## config.mk

```make
export PLATFORM = sky130hd
export DESIGN_NAME = led_blink_seq
export DESIGN_NICKNAME = d
export VERILOG_FILES = /design/src/rtl/led_blink_seq.sv
export SDC_FILE = /design/constraint.sdc
export NUM_CORES = 1
export LEC_CHECK = 0
export ABC_CLOCK_PERIOD_IN_PS = 2500
export BUFFER_PORTS_ARGS = -buffer_cell sky130_fd_sc_hd__buf_2
export CORE_MARGIN = 2
export CORE_UTILIZATION = 35
export DETAILED_ROUTE_END_ITERATION = 12
export GPL_TIMING_DRIVEN = 0
export HOLD_SLACK_MARGIN = 0.08
export PLACE_DENSITY = 0.53
export SYNTH_ARGS = -nofsm -noshare
export SYNTH_HDL_FRONTEND = slang
export SYNTH_SLANG_ARGS = --single-unit
```

## constraint.sdc

```tcl
create_clock -name clk -period 2.5 [get_ports clk]
set_clock_uncertainty 0.1 [all_clocks]
set_input_delay 0.5 -clock clk [delete_from_list [all_inputs] [get_ports clk]]
set_output_delay 0.5 -clock clk [all_outputs]
set_load 0.02 [all_outputs]
```

## src/rtl/led_blink_seq.sv

```systemverilog
// led_blink_seq: blinks an LED blink_num times per sequence using a tick prescaler.
// Each blink is ON_TICKS ticks lit followed by OFF_TICKS ticks dark, where one
// tick is DIV clock cycles. All outputs are registered.
// Optional feature macro: LED_BLINK_REPEAT_EN. When it is defined, a sequence
// that ends with repeat_req high pauses for PAUSE_TICKS ticks and then runs again.
// When it is undefined, repeat_req is ignored.
// The auto-restart request port is called repeat_req because "repeat" is a
// reserved word in SystemVerilog.

module led_blink_seq #(
   parameter int DIV         = 25000000,
   parameter int ON_TICKS    = 1,
   parameter int OFF_TICKS   = 1,
   parameter int PAUSE_TICKS = 4
) (
   input  logic        clk,
   input  logic        rst,
   input  logic        start,
   input  logic [3:0]  blink_num,
   input  logic        repeat_req,
   output logic        led,
   output logic        busy,
   output logic        done,
   output logic [28:0] count,
   output logic [3:0]  blinks_left
);

   // The tick counter only has to reach the longest phase length.
   // PAUSE_TICKS is included so the same width serves both builds.
   localparam int MAX_A    = (ON_TICKS > OFF_TICKS) ? ON_TICKS : OFF_TICKS;
   localparam int MAX_T    = (MAX_A > PAUSE_TICKS) ? MAX_A : PAUSE_TICKS;
   localparam int TW       = (MAX_T > 1) ? $clog2(MAX_T) : 1;

   localparam logic [28:0]   DIV_LAST   = 29'(DIV - 1);
   localparam logic [TW-1:0] ON_LAST    = TW'(ON_TICKS - 1);
   localparam logic [TW-1:0] OFF_LAST   = TW'(OFF_TICKS - 1);
`ifdef LED_BLINK_REPEAT_EN
   localparam logic [TW-1:0] PAUSE_LAST = TW'(PAUSE_TICKS - 1);
`endif

`ifdef LED_BLINK_REPEAT_EN
   typedef enum logic [1:0] {IDLE, ON, OFF, PAUSE} state_t;
`else
   typedef enum logic [1:0] {IDLE, ON, OFF} state_t;
`endif

   state_t          state;
   logic [TW-1:0]   tick_cnt;
   logic [3:0]      latched_num;
   logic            tick;

   // A tick is the last cycle of a prescaler period. The prescaler never counts
   // past DIV-1, so it cannot overflow.
   assign tick = (count == DIV_LAST);

`ifndef LED_BLINK_REPEAT_EN
   // Without the repeat feature, nothing reads the restart request or the
   // latched blink count. They are collected here so they are still consumed.
   logic [4:0] unused_inputs;
   assign unused_inputs = {repeat_req, latched_num};
`endif

   // This block is the sequencer FSM. It also drives the prescaler, the per-state
   // tick counter and all registered outputs. done defaults low and is raised
   // for exactly one cycle when a sequence ends.
   always_ff @(posedge clk) begin
      if (rst) begin
         state       <= IDLE;
         led         <= 1'b0;
         busy        <= 1'b0;
         done        <= 1'b0;
         count       <= '0;
         tick_cnt    <= '0;
         blinks_left <= '0;
         latched_num <= '0;
      end else begin
         done <= 1'b0;
         case (state)
            IDLE: begin
               count    <= '0;
               tick_cnt <= '0;
               if (start && (blink_num != 4'd0)) begin
                  latched_num <= blink_num;
                  blinks_left <= blink_num;
                  state       <= ON;
                  led         <= 1'b1;
                  busy        <= 1'b1;
               end
            end

            ON: begin
               if (tick) begin
                  count <= '0;
                  if (tick_cnt == ON_LAST) begin
                     tick_cnt    <= '0;
                     state       <= OFF;
                     led         <= 1'b0;
                     blinks_left <= blinks_left - 4'd1;
                  end else begin
                     tick_cnt <= tick_cnt + 1'b1;
                  end
               end else begin
                  count <= count + 29'd1;
               end
            end

            OFF: begin
               if (tick) begin
                  count <= '0;
                  if (tick_cnt == OFF_LAST) begin
                     tick_cnt <= '0;
                     if (blinks_left != 4'd0) begin
                        state <= ON;
                        led   <= 1'b1;
                     end else begin
`ifdef LED_BLINK_REPEAT_EN
                        if (repeat_req) begin
                           state <= PAUSE;
                           done  <= 1'b1;
                        end else begin
                           state <= IDLE;
                           busy  <= 1'b0;
                           done  <= 1'b1;
                        end
`else
                        state <= IDLE;
                        busy  <= 1'b0;
                        done  <= 1'b1;
`endif
                     end
                  end else begin
                     tick_cnt <= tick_cnt + 1'b1;
                  end
               end else begin
                  count <= count + 29'd1;
               end
            end

`ifdef LED_BLINK_REPEAT_EN
            PAUSE: begin
               if (tick) begin
                  count <= '0;
                  if (tick_cnt == PAUSE_LAST) begin
                     tick_cnt    <= '0;
                     blinks_left <= latched_num;
                     state       <= ON;
                     led         <= 1'b1;
                  end else begin
                     tick_cnt <= tick_cnt + 1'b1;
                  end
               end else begin
                  count <= count + 29'd1;
               end
            end
`endif

            default: begin
               state    <= IDLE;
               led      <= 1'b0;
               busy     <= 1'b0;
               count    <= '0;
               tick_cnt <= '0;
            end
         endcase
      end
   end

endmodule

```

==> metrics.txt <==
status=finished clean; port bufs=41; CTS tree=yes; Fmax=roughly 0.42 GHz; max incr delay on CP=0.56 ns; crit path DAT=roughly 2.4 ns; worst-margin pin slew=around 0.66 ns; P&R area growth vs syn=19.8%; Diodes inserted=0; hold path depth=1; vias in the first global route=between 1500 and 2000; gr usage total=16.6%; Mapped Cells=between 200 and 300; Worst-Skew Late Latency=0.30 ns; critical path's slowest cell=or4_4; Initial Util=roughly 36%; average size of a mapped cell=8.22 um2; Die Y=between 80 and 90 um; cts hold-fix bufs=0; CP Max Fanout=5; Worst IR Drop VDD=0.000263 V; Post-Synthesis Cell Area=between 0.002 and 0.0025 mm2; Final setup viols=0; register area share after synthesis=37.7%; crit path cell chain=ha_2 -> inv_1 -> or4_4 -> or4_4 -> a211oi_1 -> o22ai_1; Wirelength per Cell=~13 um; Row Count=28; share of cells above drive strength 1=approximately 22%; CP Depth=6; final WL=between 5000 and 6000 um; Synth cell types=42; final worst slack=0.145 ns; antenna violations before repair=0; Die ar.=approximately 0.0067 mm2; CP bufs+invs=1; Max Cap Viol=0; Min-Delay Path Class=reg -> reg; Core Region=0.00589 mm2; Slew Limit Fails=0; Primary FF master, synth=dfxtp_1; Post-synth EDFFs=0; Final Hold Fails=0; flip-flop and latch count after synthesis=40; Max H-tree Level=2; DR iter-0 viols=110; total clock sinks=40; clock tree buffer depth=2; CTS buffer count=5; Power Density=just over 600 mW/mm2; final period utilization=94.2%; clock transition at the registers of the reported paths=0.09 ns; Syn. warnings=0; DR DRC count=0; nets@finish=324; Antenna Violating Nets Remaining=0; I/O pin total=44; first drt pass iteration count=5; Hold WS=0.357 ns; Post-DP HPWL=between 3000 and 4000 um; leakage=approximately 0.98 nW; Die Wd=between 80 and 90 um; share of flip-flops with an asynchronous set or reset=0%; largest net degree at the start of global routing=14; startpoint types=flop; Crit path max-delay family=simple AND/OR/NAND/NOR gates; CP Class=reg -> reg; worst rel slew slack=between 50% and 60%; via-per-instance ratio=between 5 and 6; Final min period=roughly 2.4 ns; pre-CTS setup slack=-0.0628 ns; placed inst area=0.00242 mm2; Syn Nets=274; total gr overflow=0; DP Cell Count=around 370; CTS root buffer=clkbuf_8; crit end category=flop; Non-Filler Cell Area, Final=0.00254 mm2; number of fill cells=618; Tot Pwr=0.00154 W; worst endpoint required time=between 2 and 3 ns; RSZ-0062 raised after global routing=no; gpl congestion=between 0.7 and 0.8; Finished Layout Cells=384; R2R cell count=6; first-pass GRT wire length=about 8600 um; vias after detailed routing=1947; R2R setup slack=0.14 ns; most used cell, CP=or4_4
[final timing paths]
check,startpoint,end
worst max register to register,count[0]$_SDFF_PP0_,state[1]$_SDFFE_PP0P_
worst max-delay path,count[0]$_SDFF_PP0_,state[1]$_SDFFE_PP0P_
worst min-delay path,count[0]$_SDFF_PP0_,count[0]$_SDFF_PP0_
worst min register to register,count[0]$_SDFF_PP0_,count[0]$_SDFF_PP0_
[placed cells by master, fill, tap and decap left out, drive strengths merged, types with 3 or more instances in the layout]
cell type,Yosys,final
clkinv,0,3
dfxtp,40,40
xnor2,12,12
xor2,15,15
ha,8,8
and2,3,3
nor4b,3,3
a21oi,13,13
mux2i,3,3
nand2,19,19
and3,5,5
nor3,11,11
nand2b,5,5
inv,11,11
nor2,43,43
clkbuf,6,11
nand4,12,12
nor4,8,8
nand3,16,16
o22ai,3,3
buf,2,45
[per-stage QoR]
stage | utilization (%) | setup TNS [ns]
final | 43.2 | 0
after CTS | 42.8 | 0
after global routing | 43.2 | 0
after detailed placement | 41.1 | -0.170
after global placement | 41.1 | -0.175
after floorplan | - | 0
[what timing repair did]
item,4_1_cts,5_1_grt
buffers inserted,0,2
endpoints found under the setup margin,5,8
pin swaps,1,1
gates resized for setup,2,3
[routing by layer]
metal / wire length (um) / GRT usage [%]
met5: 0 / 0
met4: 43 / 4.50
met3: 311 / 4.51
met2: 2260 / 25.0
met1: 2470 / 23.3
[where the power goes]
part           leakage (nW)  internal [W]  switching, W  total, W
combinational         0.608      0.000142      0.000243  0.000385
sequential            0.324      0.000677     0.0000395  0.000716
clock                0.0479      0.000195      0.000245  0.000440
[worst reg2reg max path, cell delays in order (launching register included)]
cell and delay, ns:
dfxtp_2 0.37, ha_2 0.21, inv_1 0.09, or4_4 0.56, or4_4 0.54, a211oi_1 0.26
o22ai_1 0.10
[synth_stat cells (4+ instances only)]
library cell / number / area, um2
nand3_1: 16 / 80.1
dfxtp_1: 40 / 801
nor4_1: 7 / 43.8
nor2_1: 43 / 161
xnor2_1: 12 / 105
inv_1: 11 / 41.3
nor3_1: 11 / 55.1
xor2_1: 15 / 131
and3_1: 4 / 25.0
clkbuf_1: 6 / 22.5
nand2_1: 19 / 71.3
nand4_1: 11 / 68.8
a21oi_1: 12 / 60.1
ha_1: 8 / 100
nand2b_1: 5 / 31.3
[cell families after synthesis]
family          share of synthesized area, %
mux                                     1.95
xor+xnor                                11.1
flops                                   37.7
buf+inv                                 3.48
compound gates                          6.72
fa+ha+maj                               4.72
simple gates                            34.3
[state kept, by name, summed over array words and instances, names as in the netlist]
signal,cells
count,29
state,2
busy,1
tick_cnt,2
done,1
blinks_left,4
led,1
[layout make-up]
class	instances	area, um2	share of cell area [%]
multi-input combinational	199	1260	49.7
buffer	8	32.5	1.28
clock inverter	3	18.8	0.739
inverter	11	41.3	1.62
sequential	40	803	31.6
timing repair buffer	43	220	8.67
tap	75	93.8	3.69
clock buffer	5	68.8	2.71
Note: power is estimated with default switching activity, not from simulation.
